===== src/rtl/result_drain_if.sv =====
// Result stream bus from result_drain: element data with row/column/last tags.
// With DRAIN_PARITY_EN defined, an even-parity bit travels alongside m_data.
interface result_drain_if #(
    parameter int unsigned N        = 4,
    parameter int unsigned OUTWIDTH = 8
);
    localparam int unsigned RCW = (N > 1) ? $clog2(N) : 1;

    logic                m_valid;
    logic                m_ready;
    logic [OUTWIDTH-1:0] m_data;
    logic [RCW-1:0]      m_row;
    logic [RCW-1:0]      m_col;
    logic                m_last;
`ifdef DRAIN_PARITY_EN
    logic                m_parity;
`endif

    modport master (
        output m_valid, m_data, m_row, m_col, m_last,
`ifdef DRAIN_PARITY_EN
        output m_parity,
`endif
        input  m_ready
    );

    modport slave (
        input  m_valid, m_data, m_row, m_col, m_last,
`ifdef DRAIN_PARITY_EN
        input  m_parity,
`endif
        output m_ready
    );
endinterface


===== src/rtl/result_drain.sv =====
// result_drain: snapshots the N x N PE results on start, pulses clear_array, then streams
// the snapshot row-major over a valid/ready bus. Optional parity output: DRAIN_PARITY_EN.
module result_drain #(
    parameter int unsigned N        = 4,
    parameter int unsigned BITWIDTH = 4,
    parameter int unsigned OUTWIDTH = 2 * BITWIDTH
) (
    input  logic                      clk,
    input  logic                      reset,
    input  logic                      start,
    input  logic [N*N*OUTWIDTH-1:0]   results,
    output logic                      clear_array,
    output logic                      busy,
    output logic                      done,
    result_drain_if.master            m
);
    localparam int unsigned NUM  = N * N;
    localparam int unsigned IDXW = $clog2(NUM);
    localparam int unsigned RCW  = (N > 1) ? $clog2(N) : 1;
    localparam logic [IDXW-1:0] LAST_IDX = IDXW'(NUM - 1);
    localparam logic [IDXW-1:0] N_IDX    = IDXW'(N);

    typedef enum logic [1:0] {
        IDLE   = 2'd0,
        CLEAR  = 2'd1,
        STREAM = 2'd2,
        DONE   = 2'd3
    } state_t;

    state_t                  state;
    state_t                  state_nxt;
    logic [IDXW-1:0]         idx;
    logic [IDXW-1:0]         idx_nxt;
    logic [NUM*OUTWIDTH-1:0] snap;

    logic                    clear_q;
    logic                    busy_q;
    logic                    done_q;
    logic                    valid_q;
    logic [OUTWIDTH-1:0]     data_q;
    logic [RCW-1:0]          row_q;
    logic [RCW-1:0]          col_q;
    logic                    last_q;

    logic                    clear_nxt;
    logic                    busy_nxt;
    logic                    done_nxt;
    logic                    valid_nxt;
    logic [OUTWIDTH-1:0]     data_nxt;
    logic [RCW-1:0]          row_nxt;
    logic [RCW-1:0]          col_nxt;
    logic                    last_nxt;

`ifdef DRAIN_PARITY_EN
    logic                    parity_q;
    logic                    parity_nxt;
`endif

    logic                    xfer_c;
    logic                    capture_c;
    logic [IDXW-1:0]         load_idx_c;
    logic [OUTWIDTH-1:0]     load_data_c;

    assign xfer_c    = valid_q && m.m_ready;
    assign capture_c = (state == IDLE) && start;

    // First STREAM cycle presents the current idx; every later load is the element after it.
    assign load_idx_c  = valid_q ? IDXW'(idx + 1'b1) : idx;
    assign load_data_c = snap[load_idx_c*OUTWIDTH +: OUTWIDTH];

    // State register, element index and snapshot bank
    always_ff @(posedge clk or posedge reset) begin
        if (reset) begin
            state <= IDLE;
            idx   <= '0;
            snap  <= '0;
        end else begin
            state <= state_nxt;
            idx   <= idx_nxt;
            if (capture_c) begin
                snap <= results;
            end
        end
    end

    // Next-state logic
    always_comb begin
        state_nxt = state;
        case (state)
            IDLE:    if (start) state_nxt = CLEAR;
            CLEAR:   state_nxt = STREAM;
            STREAM:  if (xfer_c && (idx == LAST_IDX)) state_nxt = DONE;
            DONE:    state_nxt = IDLE;
            default: state_nxt = IDLE;
        endcase
    end

    // Output logic: next values of the registered outputs and the index
    always_comb begin
        clear_nxt = 1'b0;
        done_nxt  = 1'b0;
        busy_nxt  = (state_nxt != IDLE);
        valid_nxt = 1'b0;
        data_nxt  = data_q;
        row_nxt   = row_q;
        col_nxt   = col_q;
        last_nxt  = last_q;
        idx_nxt   = idx;
`ifdef DRAIN_PARITY_EN
        parity_nxt = parity_q;
`endif
        case (state)
            CLEAR: begin
                clear_nxt = 1'b1;
                idx_nxt   = '0;
            end
            STREAM: begin
                valid_nxt = 1'b1;
                if (!valid_q || (xfer_c && (idx != LAST_IDX))) begin
                    idx_nxt  = load_idx_c;
                    data_nxt = load_data_c;
                    row_nxt  = RCW'(load_idx_c / N_IDX);
                    col_nxt  = RCW'(load_idx_c % N_IDX);
                    last_nxt = (load_idx_c == LAST_IDX);
`ifdef DRAIN_PARITY_EN
                    parity_nxt = ^load_data_c;
`endif
                end else if (xfer_c) begin
                    valid_nxt = 1'b0;
                    last_nxt  = 1'b0;
                    done_nxt  = 1'b1;
                end
            end
            default: ;
        endcase
    end

    // Output registers
    always_ff @(posedge clk or posedge reset) begin
        if (reset) begin
            clear_q <= 1'b0;
            busy_q  <= 1'b0;
            done_q  <= 1'b0;
            valid_q <= 1'b0;
            data_q  <= '0;
            row_q   <= '0;
            col_q   <= '0;
            last_q  <= 1'b0;
`ifdef DRAIN_PARITY_EN
            parity_q <= 1'b0;
`endif
        end else begin
            clear_q <= clear_nxt;
            busy_q  <= busy_nxt;
            done_q  <= done_nxt;
            valid_q <= valid_nxt;
            data_q  <= data_nxt;
            row_q   <= row_nxt;
            col_q   <= col_nxt;
            last_q  <= last_nxt;
`ifdef DRAIN_PARITY_EN
            parity_q <= parity_nxt;
`endif
        end
    end

    assign clear_array = clear_q;
    assign busy        = busy_q;
    assign done        = done_q;
    assign m.m_valid   = valid_q;
    assign m.m_data    = data_q;
    assign m.m_row     = row_q;
    assign m.m_col     = col_q;
    assign m.m_last    = last_q;
`ifdef DRAIN_PARITY_EN
    assign m.m_parity  = parity_q;
`endif

endmodule


===== src/flat_wrapper.sv =====
// flat-port wrapper written by rule: the top's interface ports become plain ports
module result_drain_flat 
#(
    parameter int unsigned N        = 4,
    parameter int unsigned BITWIDTH = 4,
    parameter int unsigned OUTWIDTH = 2 * BITWIDTH
)
  (clk, reset, start, results, clear_array, busy, done, m_m_valid, m_m_data, m_m_row, m_m_col, m_m_last, m_m_ready);
  result_drain_if #(.N(N), .OUTWIDTH(OUTWIDTH)) m_i ();
  input  logic clk;
  input  logic reset;
  input  logic start;
  input  logic [N*N*OUTWIDTH-1:0] results;
  output logic clear_array;
  output logic busy;
  output logic done;
  output wire logic [$bits(m_i.m_valid)-1:0] m_m_valid;
  output wire logic [$bits(m_i.m_data)-1:0] m_m_data;
  output wire logic [$bits(m_i.m_row)-1:0] m_m_row;
  output wire logic [$bits(m_i.m_col)-1:0] m_m_col;
  output wire logic [$bits(m_i.m_last)-1:0] m_m_last;
  input wire logic [$bits(m_i.m_ready)-1:0] m_m_ready;
  assign m_m_valid = m_i.m_valid;
  assign m_m_data = m_i.m_data;
  assign m_m_row = m_i.m_row;
  assign m_m_col = m_i.m_col;
  assign m_m_last = m_i.m_last;
  assign m_i.m_ready = m_m_ready;
  result_drain #(.N(N), .BITWIDTH(BITWIDTH), .OUTWIDTH(OUTWIDTH)) u_core (.clk(clk), .reset(reset), .start(start), .results(results), .clear_array(clear_array), .busy(busy), .done(done), .m(m_i));
endmodule

===== config.mk =====
export PLATFORM = sky130hd
export DESIGN_NAME = result_drain_flat
export DESIGN_NICKNAME = d
export VERILOG_FILES = /design/src/rtl/result_drain_if.sv /design/src/rtl/result_drain.sv /design/src/flat_wrapper.sv
export SDC_FILE = /design/constraint.sdc
export NUM_CORES = 1
export LEC_CHECK = 0
export CORE_UTILIZATION = 50
export DETAILED_ROUTE_END_ITERATION = 7
export GPL_TIMING_DRIVEN = 1
export PLACE_DENSITY_LB_ADDON = 0.08
export SLEW_MARGIN = 20
export SYNTH_ARGS = -nofsm -noshare
export SYNTH_HDL_FRONTEND = slang
export SYNTH_SLANG_ARGS = --single-unit

===== constraint.sdc =====
create_clock -name clk -period 15.6 [get_ports clk]
set_clock_uncertainty 0.15 [all_clocks]
set_input_delay 3.9 -clock clk [delete_from_list [all_inputs] [get_ports clk]]
set_output_delay 3.9 -clock clk [all_outputs]
set_load 0.01 [all_outputs]

### Word-level counts from Yosys, hierarchy flattened

Cells that the tools add are included.

| storage, ports and cells | value |
|---|---|
| register bits after elaboration | 151 |
| output and inout bits | 17 |
| logic and storage cells | 48 |

| operators by class | value |
|---|---|
| add/sub/neg operators | 1 |
| equal/unequal tests | 7 |
| shift operators | 1 |
| mux-type cells | 15 |
| reductions and logical operators | 13 |

Operators by type and width:

| kind | number |
|---|---|
| $shiftx 128x8->8 | 1 |
| $mux 1 | 9 |
| $eq 4x4->1 const B | 2 |
| $mux 4 | 2 |
| $pmux 2 s4 | 1 |
| $pmux 4 s2 | 1 |
| $reduce_and 2->1 | 3 |
| $reduce_bool 2->1 | 3 |
| $add 4x1->4 const B | 1 |
| $eq 2x2->1 const B | 2 |
| $logic_and 1x1->1 | 4 |
| $mux 2 | 2 |
| $ne 4x4->1 const B | 1 |
| $eq 2x1->1 const B | 1 |
| $logic_not 2->1 | 1 |
| $ne 2x1->1 const B | 1 |
| $logic_not 1->1 | 1 |
| $logic_or 1x1->1 | 1 |

### Logic depth before layout (Yosys ltp)

| depth | value |
|---|---|
| depth after elaboration | 5 |
| mapped depth | 8 |
| mapped depth without buffers | 6 |

### Worst setup path after synthesis

Ideal clock, no wire load.

| timing path | value |
|---|---|
| path type | input port to flip-flop |
| from | input port start |
| to | register u_core.snap[25] |
| arrival time | 5.005 ns |
| setup slack | 10.320 ns |
| stages on the path | 4 |
| cells stage by stage | nand2_1 -> clkbuf_1 -> buf_1 -> mux2_2 |

| between the ends | value |
|---|---|
| word-level cells in the longest chain between the ends | 1 |

RTL lines:

| what | line | RTL |
|---|---|---|
| start: declaration | flat_wrapper.sv:12 | `input logic start;` |
| $logic_and 1x1->1 | result_drain.sv:65 | `assign capture_c = (state == IDLE) && start;` |
| end signal: assignment | result_drain.sv:81 | `snap <= results;` |
| end: declaration | result_drain.sv:34 | `logic [NUM*OUTWIDTH-1:0] snap;` |

Every way passes these cells.
A chain may end at the register's enable or synchronous reset.

### Final worst setup path

| timing path | value |
|---|---|
| from | input port start |
| to | register u_core.snap[40] |

Same word-level chain as after synthesis.

==> results.py <==
metrics = {
    "routing": {
        "ant_nets": 0,
        "vias": 5292,
        "finalWirelength_um": 18200,
        "drt_iter0_markers": 432,
        "drc": 0,
        "viasPerCell": 5.80,
        "drt_pass1_iterations": 5,
        "wl_per_cell_um": 19.9,
    },
    "synth": {
        "synth-xor-area-share": 0.00785,
        "syn_area_um2": 7490,
        "netlist.area_leader.share": 0.504,
        "yosysSeqAreaShare": 0.504,
        "synth-simple-area-share": 0.0506,
        "synth_area_leaders": "dfrtp_1, mux2_2, mux2i_1",
        "synth_edf_count": 0,
        "synth_cell_types": 46,
        "synth_area_per_cell_um2": 12.8,
        "async_reset_ff_frac": 1.00,
        "synthesis.nets": 723,
        "synthCells": 586,
        "synth.most_common_cell": "dfrtp_1",
        "synth_seq_cells": 151,
        "synth_warnings": 0,
        "yosysTopAreaCell": "dfrtp_1",
        "muxShareOfSynthArea": 0.293,
        "synth_top_family_by_area": "multiplexers",
        "synthAdderAreaFrac": 0.00835,
        "synthFlopType": "dfrtp_1",
        "synth-compound-area-share": 0.106,
        "synth.top_cells.by_count": "dfrtp_1, mux2_2, mux2i_1",
    },
    "clocking": {
        "clock_path_buffers": 2,
        "cts_root_buf": "clkbuf_16",
        "cts_tree": "built",
        "numCtsBuffers": 17,
        "clk_pin_slew_ns": 0.06,
        "ctsHtreeMaxLevel": 4,
        "cts-hold-fix-buffers": 0,
        "ctsResizeCount": 0,
        "postCtsSetupBuffers": 0,
        "clkLatencyLatePin_ns": 0.43,
        "clkSinkCount": 151,
    },
    "cells_and_area": {
        "antenna_cells": 0,
        "seq_area_um2": 3780,
        "syn_to_final_growth_pct": 29.2,
        "final-instance-count-excl-fill": 913,
        "fin_nets": 853,
        "multi_input_area_um2": 3490,
        "fill_cells": 1120,
        "drive_gt1_frac": 0.254,
    },
    "setup_path": {
        "crit_chain": "clkdlybuf4s50_1 > nand2_4 > buf_4 > mux2_2",
        "path_delay_family": "buffers and inverters",
        "endpoint_kind": "flop",
        "cpMaxStageDelayCell": "buf_4",
        "worstSetupStartpointType": "primary input",
        "crit_type": "in -> reg",
        "worst_ep_required_time_ns": 15.76,
        "critPathArrivalTime_ns": 6.23,
        "path_buf_inv": 2,
        "cp_max_fo": 65,
        "slowest_delay_ns": 0.77,
    },
    "floorplanning": {
        "ioPinCount": 149,
        "die_area_um2": 15500,
        "coreArea_um2": 14600,
        "fp.dieW_um": 124,
        "rows": 44,
        "fp.dieH_um": 124,
        "initial_core_util": 0.514,
    },
    "sta": {
        "rsz0062_at_grt": "no",
        "tightest_slew_ns": 1.13,
        "max_clock_freq_mhz": 165,
        "hold_viol_final": 0,
        "finalCritPeriodShare": 0.389,
        "setup_violations": 0,
        "tns_ns": 0,
        "slew_viol_final": 0,
        "slew_headroom": 0.244,
        "fin_crit_ns": 6.07,
    },
    "power_and_ir_drop": {
        "p_leak_nw": 4.06,
        "p_per_area_nw_per_um2": 217,
        "ir_worst_vdd_uv": 115,
    },
    "place": {
        "gp_congestion": 0.833,
        "hpwl_um": 12500,
        "port_buffers": 148,
        "dp.cells": 880,
    },
    "worst_hold_path": {
        "worst_hold_path_type": "reg -> reg",
    },
    "global_route": {
        "grt_pass1_wl_um": 29200,
        "grt_pass1_vias": 5484,
        "antenna_found_initial": 0,
        "grtUsageTotal": 0.244,
        "grt-ovfl-total": 0,
        "grt_max_degree": 82,
    },
    "job": {
        "maxCapViolations": 0,
    },
    "status": {
        "status": "finished clean",
    },
}
==> layer usage <==
layer,part of all wire,routed length [um],global-route usage
met2,0.49,8930,0.397
met3,0.046,837,0.0571
met5,0,0,0
met4,0.013,243,0.0737
met1,0.45,8180,0.325
==> kinds of logic after synthesis <==
| logic type | Yosys count |
|---|---|
| AOI/OAI and AO/OA | 106 |
| xor gates and xnor gates | 5 |
| adders and majority gates | 5 |
| buffers and inverters | 46 |
| DFF | 151 |
| muxes | 203 |
| and+or+nand+nor | 70 |
==> final timing paths <==
path	start	endpoint	slack [ns]	cells past startpoint
max in group asynchronous	reset	u_core.idx[0]	10.29	3
hold / removal	u_core.snap[68]	u_core.snap[68]	0.36	1
hold reg to reg	u_core.snap[68]	u_core.snap[68]	0.36	1
min in group asynchronous	reset	u_core.snap[54]	3.79	2
setup / recovery	start	u_core.snap[40]	9.53	4
setup reg to reg	u_core.m.m_valid	u_core.m.m_data[3]	12.62	5
==> cells in the final DEF (no fill, tap or decap), types with 4 or more instances in the layout <==
cell and count:
a21oi_1 12, a221o_1 14, a22oi_1 29, a31oi_1 9, and2_1 9, clkbuf_16 17
clkdlybuf4s50_1 148, clkinvlp_4 6, dfrtp_1 150, ha_1 5, inv_1 4, mux2_2 128
mux2i_1 75, nand2_1 13, nand3_1 11, nor2_1 8, nor3_1 7, o21ai_0 5
o21ai_1 7, o22ai_1 16, o22ai_2 7
==> registers in the layout, indices dropped and copies added (netlist names) <==
name and count:
u_core.done 1, u_core.busy 1, u_core.m.m_valid 1, u_core.snap 128, u_core.m.m_row 2, u_core.clear_array 1, u_core.idx 4, u_core.m.m_col 2
u_core.state 2, u_core.m.m_last 1, u_core.m.m_data 8
==> area by class of cell <==
class / instances / share of cell area
Clock buffer: 20 / 0.0482
Clock inverter: 12 / 0.0155
Inverter: 5 / 0.00246
Multi-Input combinational cell: 389 / 0.361
Sequential cell: 151 / 0.391
Tap cell: 184 / 0.0238
Timing Repair Buffer: 152 / 0.159
==> power by group <==
part,switching (mW),total (mW),internal [mW]
clock,0.164,0.427,0.263
combinational,0.440,0.925,0.485
sequential,0.160,0.753,0.592
total,0.764,2.10,1.34
==> worst register-to-register path, delay by kind of cell, from the launching register on <==
family / cells / cell delay, ns
xor gates and xnor gates: 1 / 0.82
AOI/OAI and AO/OA: 3 / 0.78
and+or+nand+nor: 1 / 0.30
DFF: 1 / 0.81
==> through the flow <==
step	power [mW]	area (um^2)	setup WS [ns]	util	hold WS, ns
floorplan	1.41	7490	7.49	-	0.330
global placement	1.63	9030	9.13	0.619	0.339
detailed placement	1.67	9030	9.07	0.619	0.346
CTS	2.11	9650	9.51	0.661	0.360
global route	2.23	9680	9.39	0.663	0.374
finish	2.10	9680	9.53	0.663	0.360
No activity file was read; power rests on OpenSTA's default activity.
